## config.mk

```make
export PLATFORM = sky130hd
export DESIGN_NAME = counter_cmd_sequencer_flat
export DESIGN_NICKNAME = d
export VERILOG_FILES = /design/src/rtl/counter_cmd_sequencer_if.sv /design/src/rtl/counter_cmd_sequencer.sv /design/src/flat_wrapper.sv
export SDC_FILE = /design/constraint.sdc
export NUM_CORES = 1
export LEC_CHECK = 0
export ABC_AREA = 0
export BUFFER_PORTS_ARGS = -buffer_cell sky130_fd_sc_hd__buf_2
export CELL_PAD_IN_SITES_DETAIL_PLACEMENT = 1
export CELL_PAD_IN_SITES_GLOBAL_PLACEMENT = 2
export CORE_MARGIN = 4
export CORE_UTILIZATION = 33
export DETAILED_ROUTE_END_ITERATION = 10
export GPL_TIMING_DRIVEN = 0
export PLACE_DENSITY = 0.81
export SLEW_MARGIN = 20
export SYNTH_ARGS = -nofsm -noshare
export SYNTH_HDL_FRONTEND = slang
export SYNTH_SLANG_ARGS = --single-unit
```

## constraint.sdc

```tcl
create_clock -name clk -period 5 [get_ports clk]
set_input_delay 1 -clock clk [delete_from_list [all_inputs] [get_ports clk]]
set_output_delay 1 -clock clk [all_outputs]
set_load 0.02 [all_outputs]
```

## src/rtl/counter_cmd_sequencer_if.sv

```systemverilog
// Command handshake bundle between a command source and counter_cmd_sequencer.
// The master drives opcode/data/direction with valid; the slave answers with ready.
interface counter_cmd_sequencer_if #(
  parameter int LOAD_WIDTH = 32
);
  logic                  cmd_valid;
  logic                  cmd_ready;
  logic [2:0]            cmd_op;
  logic [LOAD_WIDTH-1:0] cmd_data;
  logic                  cmd_dir;

  modport master (output cmd_valid, cmd_op, cmd_data, cmd_dir, input  cmd_ready);
  modport slave  (input  cmd_valid, cmd_op, cmd_data, cmd_dir, output cmd_ready);
endinterface

```

## src/rtl/counter_cmd_sequencer.sv

```systemverilog
// Opcode front-end for load_counter: sequences load/start/continue levels and
// optionally runs the counter for an exact number of terminal pulses.
module counter_cmd_sequencer #(
  parameter int LOAD_WIDTH   = 32,
  parameter int BUDGET_WIDTH = 16
) (
  input  logic                    clk,
  input  logic                    reset,
  counter_cmd_sequencer_if.slave  cmd,
  input  logic                    pulse,
  output logic [LOAD_WIDTH-1:0]   load,
  output logic                    load_en,
  output logic                    upordown,
  output logic                    start,
  output logic                    continue_1,
  output logic [1:0]              state,
  output logic [BUDGET_WIDTH-1:0] remaining,
  output logic                    done,
  output logic                    err
);

  typedef enum logic [1:0] {
    ST_STOPPED = 2'd0,
    ST_RUNNING = 2'd1,
    ST_PAUSED  = 2'd2,
    ST_LOADING = 2'd3
  } state_t;

  typedef enum logic [2:0] {
    OP_NOP    = 3'd0,
    OP_CONFIG = 3'd1,
    OP_START  = 3'd2,
    OP_STOP   = 3'd3,
    OP_PAUSE  = 3'd4,
    OP_RESUME = 3'd5,
    OP_RUN_N  = 3'd6,
    OP_RSVD   = 3'd7
  } op_t;

  state_t                  r_state;
  logic [LOAD_WIDTH-1:0]   r_load;
  logic                    r_load_en;
  logic                    r_upordown;
  logic                    r_start;
  logic                    r_cont;
  logic [BUDGET_WIDTH-1:0] r_rem;
  logic                    r_done;
  logic                    r_err;

  logic                    w_acc;
  logic                    w_cnt;
  logic                    w_final;
  logic [BUDGET_WIDTH-1:0] w_budget;
  op_t                     w_op;

  assign cmd.cmd_ready = (r_state != ST_LOADING);
  assign w_acc         = cmd.cmd_valid & cmd.cmd_ready;
  assign w_op          = op_t'(cmd.cmd_op);
  assign w_budget      = cmd.cmd_data[BUDGET_WIDTH-1:0];
  // Only a budgeted run consumes pulses; the last one forces a stop.
  assign w_cnt         = (r_state == ST_RUNNING) && pulse && (r_rem != '0);
  assign w_final       = w_cnt && (r_rem == BUDGET_WIDTH'(1));

  always_ff @(posedge clk or negedge reset) begin
    if (!reset) begin
      r_state    <= ST_STOPPED;
      r_load     <= '0;
      r_load_en  <= 1'b0;
      r_upordown <= 1'b1;
      r_start    <= 1'b0;
      r_cont     <= 1'b0;
      r_rem      <= '0;
      r_done     <= 1'b0;
      r_err      <= 1'b0;
    end else begin
      r_done    <= 1'b0;
      r_err     <= 1'b0;
      r_load_en <= 1'b0;
      if (w_cnt) r_rem <= r_rem - 1'b1;

      if (w_final) begin
        // Exhaustion wins over any concurrent command; STOP is absorbed quietly.
        r_state <= ST_STOPPED;
        r_start <= 1'b0;
        r_cont  <= 1'b0;
        r_done  <= 1'b1;
        r_err   <= w_acc && (w_op != OP_NOP) && (w_op != OP_STOP);
      end else begin
        case (r_state)
          ST_LOADING: r_state <= ST_STOPPED;
          ST_STOPPED: if (w_acc) begin
            case (w_op)
              OP_NOP: ;
              OP_CONFIG: begin
                r_state    <= ST_LOADING;
                r_load     <= cmd.cmd_data;
                r_upordown <= cmd.cmd_dir;
                r_load_en  <= 1'b1;
              end
              OP_START: begin
                r_state <= ST_RUNNING;
                r_start <= 1'b1;
                r_cont  <= 1'b1;
                r_rem   <= '0;
              end
              OP_RUN_N: begin
                if (w_budget != '0) begin
                  r_state <= ST_RUNNING;
                  r_start <= 1'b1;
                  r_cont  <= 1'b1;
                  r_rem   <= w_budget;
                end else begin
                  r_err <= 1'b1;
                end
              end
              default: r_err <= 1'b1;
            endcase
          end
          ST_RUNNING: if (w_acc) begin
            case (w_op)
              OP_NOP: ;
              OP_STOP: begin
                r_state <= ST_STOPPED;
                r_start <= 1'b0;
                r_cont  <= 1'b0;
                r_rem   <= '0;
              end
              OP_PAUSE: begin
                r_state <= ST_PAUSED;
                r_cont  <= 1'b0;
              end
              default: r_err <= 1'b1;
            endcase
          end
          ST_PAUSED: if (w_acc) begin
            case (w_op)
              OP_NOP: ;
              OP_STOP: begin
                r_state <= ST_STOPPED;
                r_start <= 1'b0;
                r_cont  <= 1'b0;
                r_rem   <= '0;
              end
              OP_RESUME: begin
                r_state <= ST_RUNNING;
                r_cont  <= 1'b1;
              end
              default: r_err <= 1'b1;
            endcase
          end
          default: r_state <= ST_STOPPED;
        endcase
      end
    end
  end

  assign load       = r_load;
  assign load_en    = r_load_en;
  assign upordown   = r_upordown;
  assign start      = r_start;
  assign continue_1 = r_cont;
  assign state      = r_state;
  assign remaining  = r_rem;
  assign done       = r_done;
  assign err        = r_err;

endmodule
```

## src/flat_wrapper.sv

```systemverilog
// flat-port wrapper written by rule: the top's interface ports become plain ports
module counter_cmd_sequencer_flat 
#(
  parameter int LOAD_WIDTH   = 32,
  parameter int BUDGET_WIDTH = 16
)
  (clk, reset, pulse, load, load_en, upordown, start, continue_1, state, remaining, done, err, cmd_cmd_valid, cmd_cmd_op, cmd_cmd_data, cmd_cmd_dir, cmd_cmd_ready);
  counter_cmd_sequencer_if #(.LOAD_WIDTH(LOAD_WIDTH)) cmd_i ();
  input  logic clk;
  input  logic reset;
  input  logic pulse;
  output logic [LOAD_WIDTH-1:0] load;
  output logic load_en;
  output logic upordown;
  output logic start;
  output logic continue_1;
  output logic [1:0] state;
  output logic [BUDGET_WIDTH-1:0] remaining;
  output logic done;
  output logic err;
  input wire logic [$bits(cmd_i.cmd_valid)-1:0] cmd_cmd_valid;
  input wire logic [$bits(cmd_i.cmd_op)-1:0] cmd_cmd_op;
  input wire logic [$bits(cmd_i.cmd_data)-1:0] cmd_cmd_data;
  input wire logic [$bits(cmd_i.cmd_dir)-1:0] cmd_cmd_dir;
  output wire logic [$bits(cmd_i.cmd_ready)-1:0] cmd_cmd_ready;
  assign cmd_i.cmd_valid = cmd_cmd_valid;
  assign cmd_i.cmd_op = cmd_cmd_op;
  assign cmd_i.cmd_data = cmd_cmd_data;
  assign cmd_i.cmd_dir = cmd_cmd_dir;
  assign cmd_cmd_ready = cmd_i.cmd_ready;
  counter_cmd_sequencer #(.LOAD_WIDTH(LOAD_WIDTH), .BUDGET_WIDTH(BUDGET_WIDTH)) u_core (.clk(clk), .reset(reset), .cmd(cmd_i), .pulse(pulse), .load(load), .load_en(load_en), .upordown(upordown), .start(start), .continue_1(continue_1), .state(state), .remaining(remaining), .done(done), .err(err));
endmodule
```

==> impl_metrics.yaml, run 1 <==
outcome:
  status: "complete, no violations"
clock_tree:
  cts_inserted_buffers: 5
  clockRootBuffer: "clkbuf_8"
  htreeDepth: 2
  clock_sinks: 56
  cts_resized: 0
  clk_pin_slew_ns: 0.11
  clock_path_buffers: 2
  cts_setup_buffers: 0
  cts_tree: "built"
  postCtsHoldBufs: 0
  clock_latency_ns: 0.31
layout:
  drive_above_1_share: 0.392
  syn_to_final_growth_pct: 23.7
  layout.cells.non_filler: 489
  fin_nets: 428
floorplanning:
  rows: 34
  die_y_um: 103
  die_w_um: 103
  start_util: 0.341
  core_area_um2: 8760
  ios: 97
  dieArea_um2: 10600
sta:
  hold_viol: 0
  finalMaxSlewViolations: 0
  final-setup-viol-count: 0
  rsz0062_at_grt: "no"
  timing.final.crit_period_ns: 2.93
  tightestPinTransition_ns: 0.730
  finClkSkew_ns: 0.00487
  final.setup.tns_ns: 0
  fin_crit_sh: 0.587
  slew_headroom: 0.509
  max_freq_mhz: 341
logic_synthesis:
  ys.flop_type: "dfrtp_1"
  synthTopCellsByArea: "dfrtp_1 46%, mux2_2 13%, ha_1 3.8%"
  synth.most_common_cell: "dfrtp_1"
  ys_ff_latch: 56
  synthTopCellsByCount: "55 x dfrtp_1, 35 x mux2_2, 27 x nand2_1, 18 x o21ai_0, 11 x inv_1"
  syn_inst: 278
  syn_avg_cell_area_um2: 10.7
  synth_seq_area_share: 0.469
  synth_edf_count: 0
  mappedNetlistArea_um2: 2990
  ys_warn_count: 0
  synth_top_area_share: 0.461
  synth_cell_type_count: 53
  yosysTopAreaCell: "dfrtp_1"
  syn-num-nets: 327
  ys_async_sr_fraction: 1.00
route:
  wire_per_inst_um: 17.9
  vias: 2543
  drt-total-wl_um: 8750
  vias_per_cell: 5.20
  drtAntennaViolNets: 0
  initialDrtViolationCount: 121
  drc: 0
  first_pass_iters: 4
worst_setup_path:
  crit_chain: "clkbuf_1 > nor4bb_1 > a21boi_0 > a2111oi_4 > buf_2 > o32ai_1"
  required_ns: 5.20
  worstReg2RegEnd: "u_core.remaining[14]$_DFF_PN0_"
  reg2reg_slack_ns: 2.23
  critPathMaxStageDelay_ns: 0.55
  rr_startpoint: "u_core.state[0]$_DFFE_PN0P_"
  arrival_ns: 3.13
  setup.worst_path.end: "u_core.remaining[14]$_DFF_PN0_"
  start_kind: "input port"
  critPathMaxFanout: 10
  critPathSlowestCell: "a2111oi_4"
  critPathLaunch: "cmd_cmd_op[0]"
  worstSetupPathType: "input port to register"
  reg2reg_depth: 6
  cp-end-kind: "register"
grt:
  grt_pass1_wl_um: 14400
  gr-total-overflow: 0
  grt_pass1_vias: 2665
  track_usage: 0.174
  antenna_found_initial: 1
  grt_max_degree: 57
worst_hold_path:
  hold_class: "register to register"
place:
  io_buffers: 94
  place_congestion: 0.815
  dp_hpwl_um: 6790
  place_inst: 480
power_and_ir_drop:
  internal_power_uw: 1240
  p_switching_uw: 1090
  switching_share: 0.467
  p_per_area_nw_per_um2: 632
  leakage_uw: 0.00178
  seq_power_share: 0.332
  p_clk_frac: 0.118
  vdd_drop_max_mv: 0.250
  combPwrFrac: 0.550
flow_run:
  drv_cap: 0
registers in the layout (all words and copies together) (netlist names):
name and count:
u_core.continue_1 1, u_core.load 32, u_core.start 1, u_core.done 1, u_core.state 2, u_core.load_en 1
u_core.remaining 16, u_core.err 1, u_core.upordown 1
per-layer routing:
layer | vias to the layer above | share of wire | track usage
met5 | - | 0 | 0
met3 | 9 | 0.063 | 0.0480
li1 | 1222 | - | -
met1 | 1239 | 0.45 | 0.243
met4 | 0 | 0.016 | 0.0458
met2 | 73 | 0.47 | 0.266
worst min-delay path by stage:
stage | from | end | slack, ns | cells past startpoint
finish | u_core.load[17]$_DFFE_PN0P_ | u_core.load[17]$_DFFE_PN0P_ | 0.51 | 1
global route | u_core.load[15]$_DFFE_PN0P_ | u_core.load[15]$_DFFE_PN0P_ | 0.53 | 1
CTS | u_core.load[14]$_DFFE_PN0P_ | u_core.load[14]$_DFFE_PN0P_ | 0.51 | 2
detailed placement | u_core.load[14]$_DFFE_PN0P_ | u_core.load[14]$_DFFE_PN0P_ | 0.48 | 2
global placement | u_core.load[14]$_DFFE_PN0P_ | u_core.load[14]$_DFFE_PN0P_ | 0.46 | 2
floorplan | u_core.load[14]$_DFFE_PN0P_ | u_core.load[14]$_DFFE_PN0P_ | 0.59 | 2
critical path, delay by kind of cell:
kind / cells / cell delay, ns
AOI/OAI and AO/OA: 3 / 0.98
buffers and inverters: 2 / 0.60
and+or+nand+nor: 1 / 0.54
layout make-up:
| type | count | area (um2) |
|---|---|---|
| tap | 108 | 135 |
| antenna | 1 | 2.50 |
| sequential | 56 | 1400 |
| clock inverter | 3 | 28.8 |
| inverter | 12 | 45.0 |
| buffer | 11 | 42.5 |
| clock buffer | 5 | 68.8 |
| multi-input combinational | 199 | 1500 |
| timing repair buffer | 94 | 473 |
| fill | 1016 | 5070 |
power by group through the flow:
stage	clock network, uW	logic (uW)	registers (uW)
detailed placement	0	1290	787
global placement	0	1270	772
CTS	293	1300	779
global route	312	1410	809
finish	275	1290	777
floorplan	0	630	1010
per-stage QoR:
| step | hold slack, ns | setup slack [ns] | cell area (um2) | power (uW) | utilization |
|---|---|---|---|---|---|
| CTS | 0.512 | 2.09 | 3690 | 2370 | 0.421 |
| global route | 0.525 | 1.91 | 3700 | 2530 | 0.422 |
| floorplan | 0.590 | 2.36 | 2990 | 1640 | - |
| global placement | 0.462 | 1.79 | 3590 | 2050 | 0.410 |
| detailed placement | 0.484 | 1.76 | 3600 | 2080 | 0.410 |
| finish | 0.512 | 2.07 | 3700 | 2340 | 0.422 |
cell usage in the layout (no fill, tap or decap), drive strengths merged, types with 2 or more instances in the layout:
cell type / instances
xor2: 5
clkbuf: 15
and3: 2
nor2: 9
mux2: 35
nand2: 27
nor4: 9
a211oi: 7
nand2b: 2
nor2b: 3
a2111oi: 2
a31oi: 2
inv: 15
or4: 4
nor4bb: 3
xnor2: 6
nand3: 3
and2: 2
or3: 3
buf: 95
mux2i: 3
nand4: 2
a21oi: 9
o21ai: 23
o211ai: 3
nor3: 7
ha: 9
dfrtp: 55
logic make-up after synthesis:
kind of cell | after synthesis | share of synthesized area
buffers and inverters | 23 | 0.0293
AO/OA/AOI/OAI | 58 | 0.132
adder cells (fa/ha/maj) | 9 | 0.0377
flip-flops | 56 | 0.469
AND/OR/NAND/NOR | 83 | 0.157
XOR/XNOR | 11 | 0.0322
multiplexers | 38 | 0.142
No activity file was read; power rests on OpenSTA's default activity.
==> inputs of run 2 (changes only) <==
--- a/config.mk
+++ b/config.mk
@@ -10,10 +10,10 @@
 export CELL_PAD_IN_SITES_DETAIL_PLACEMENT = 1
 export CELL_PAD_IN_SITES_GLOBAL_PLACEMENT = 2
 export CORE_MARGIN = 4
-export CORE_UTILIZATION = 33
+export CORE_UTILIZATION = 28
 export DETAILED_ROUTE_END_ITERATION = 10
 export GPL_TIMING_DRIVEN = 0
-export PLACE_DENSITY = 0.81
+export PLACE_DENSITY = 0.73
 export SLEW_MARGIN = 20
 export SYNTH_ARGS = -nofsm -noshare
 export SYNTH_HDL_FRONTEND = slang
==> constraint.sdc (replaced) <==
create_clock -name clk -period 2.5 [get_ports clk]
set_input_delay 0.5 -clock clk [delete_from_list [all_inputs] [get_ports clk]]
set_output_delay 0.5 -clock clk [all_outputs]
set_load 0.02 [all_outputs]
==> run 2 against run 1 <==
Net effect: first-iteration DRC count fell by 20%; core utilization fell by 5.7 points; clock skew rose by 0.0030 ns; global-route usage fell by 3.2 points; critical path type is now register to register; critical endpoint unchanged; largest power group unchanged.
==> impl_metrics.yaml, run 2 (synthesis results as in run 1) <==
outcome:
  status: "complete, no violations"
layout:
  largest_reg_flops: 32
  fillCellCount: 1223
  sequential_cell_area_um2: 1400
  drive_above_1_share: 0.421
  syn_to_final_growth_pct: 26.8
  fin_nets: 426
  most-common-layout-cells: "94 x buf_2, 55 x dfrtp_1, 35 x mux2_2"
  num_antenna_cells: 0
  final_util: 0.365
  multi_input_area_um2: 1560
  layout.cells.most_common: "buf_2"
  postLayoutCellArea_um2: 3790
power_and_ir_drop:
  p_per_area_nw_per_um2: 1240
  leakage_uw: 0.00179
  total_power_uw: 4710
  vdd_drop_max_mv: 0.603
route:
  first_pass_iters: 4
  drtAntennaViolNets: 0
  wire_per_inst_um: 17.4
  drc: 0
  drt-total-wl_um: 8950
  vias: 2554
  vias_per_cell: 4.97
  initialDrtViolationCount: 97
worst_setup_path:
  critPathBufInv: 1
  arrival_ns: 2.52
  start_kind: "register"
  critPathMaxStageDelay_ns: 0.48
  worstSetupPathType: "register to register"
  crit_chain: "ha_2 > nor4bb_2 > o21ai_0 > a2111oi_4 > buf_2 > o32ai_1"
  crit_family: "compound AO/OA/AOI/OAI gates"
  required_ns: 2.70
  cp-end-kind: "register"
  critPathSlowestCell: "dfrtp_1"
  critPathMaxFanout: 10
clock_tree:
  clockRootBuffer: "clkbuf_8"
  cts_tree: "built"
  clock_sinks: 56
  cts_inserted_buffers: 5
  clock_latency_ns: 0.32
  clk_pin_slew_ns: 0.11
  clock_path_buffers: 2
  postCtsHoldBufs: 0
  htreeDepth: 2
floorplanning:
  ios: 97
  dieArea_um2: 12400
  die_w_um: 111
  core_area_um2: 10400
  start_util: 0.288
  rows: 37
  die_y_um: 111
place:
  place_congestion: 0.805
  dp_hpwl_um: 6940
  placed_area_um2: 3630
  io_buffers: 94
  pre_cts_slack_ns: -0.258
sta:
  finalWorstSetupSlack_ns: 0.180
  max_freq_mhz: 431
  fin_crit_sh: 0.928
  finalMaxSlewViolations: 0
  finClkSkew_ns: 0.00791
  final-setup-viol-count: 0
  rsz0062_at_grt: "no"
  hold_viol: 0
  hold_slack_ns: 0.219
  tightestPinTransition_ns: 0.733
  slew_headroom: 0.511
  timing.final.crit_period_ns: 2.32
grt:
  gr-total-overflow: 0
  grt_pass1_wl_um: 14400
  track_usage: 0.142
  grt_max_degree: 57
  antenna_found_initial: 0
  grt_pass1_vias: 2732
worst_hold_path:
  hold_class: "input port to async pin"
flow_run:
  drv_cap: 0
[run 2: cell types whose count changed in the layout (fill, tap and decap cells not counted), moves of 2 or more]
cell        delta
inv_6          -2
clkbuf_1       -7
nor4bb_1       -2
ha_1           -2
clkinvlp_4     +2
clkbuf_2       +4
[run 2: report_power, final]
group	leakage [uW]	internal (uW)	switching [uW]
Sequential	0.000714	1290	277
Combinational	0.00103	1020	1600
Clock	0.0000423	205	323
Total	0.00179	2510	2200
[run 2: per-stage QoR]
| stage | cells | TNS (ns) |
|---|---|---|
| 2_1_floorplan | 278 | 0 |
| 3_3_place_gp | 508 | -3.65 |
| 5_1_grt | 514 | 0 |
| 4_1_cts | 516 | 0 |
| 6_report | 514 | 0 |
| 3_5_place_dp | 508 | -4.43 |
[run 2: final timing paths]
kind	to	slack, ns	startpoint	cells past startpoint
max reg2reg	u_core.remaining[14]$_DFF_PN0_	0.18	u_core.state[0]$_DFFE_PN0P_	6
max in group asynchronous	u_core.state[1]$_DFFE_PN0P_	1.78	reset	1
max	u_core.remaining[14]$_DFF_PN0_	0.18	u_core.state[0]$_DFFE_PN0P_	6
min	u_core.remaining[9]$_DFF_PN0_	0.22	reset	1
min in group clk	u_core.load[23]$_DFFE_PN0P_	0.41	cmd_cmd_data[23]	2
min reg2reg	u_core.load[17]$_DFFE_PN0P_	0.51	u_core.load[17]$_DFFE_PN0P_	1
[run 2: layout make-up]
type	instances	area share
multi-input combinational	199	0.411
sequential	56	0.370
timing repair buffer	95	0.127
tap	136	0.0449
clock buffer	5	0.0182
inverter	12	0.0126
buffer	8	0.00958
clock inverter	3	0.00694
[run 2: layer usage]
layer / up-vias / track usage / wire [um]
met1: 1263 / 0.187 / 4020
li1: 1213 / - / -
met4: 0 / 0.0243 / 63
met2: 71 / 0.230 / 4200
met3: 7 / 0.0464 / 669
met5: - / 0 / 0
[run 2: worst reg2reg max path: stages, from the launching register on]
cell,delay [ns]
dfrtp_1,0.48
ha_2,0.31
nor4bb_2,0.35
o21ai_0,0.23
a2111oi_4,0.43
buf_2,0.29
o32ai_1,0.12
[run 2: what timing repair did]
| action | CTS | global route |
|---|---|---|
| endpoints found under the setup margin | 47 | 44 |
| buffers inserted | 1 | 0 |
| resized for setup | 8 | 8 |
| pin swaps | 1 | 1 |
| cloned | 0 | 0 |
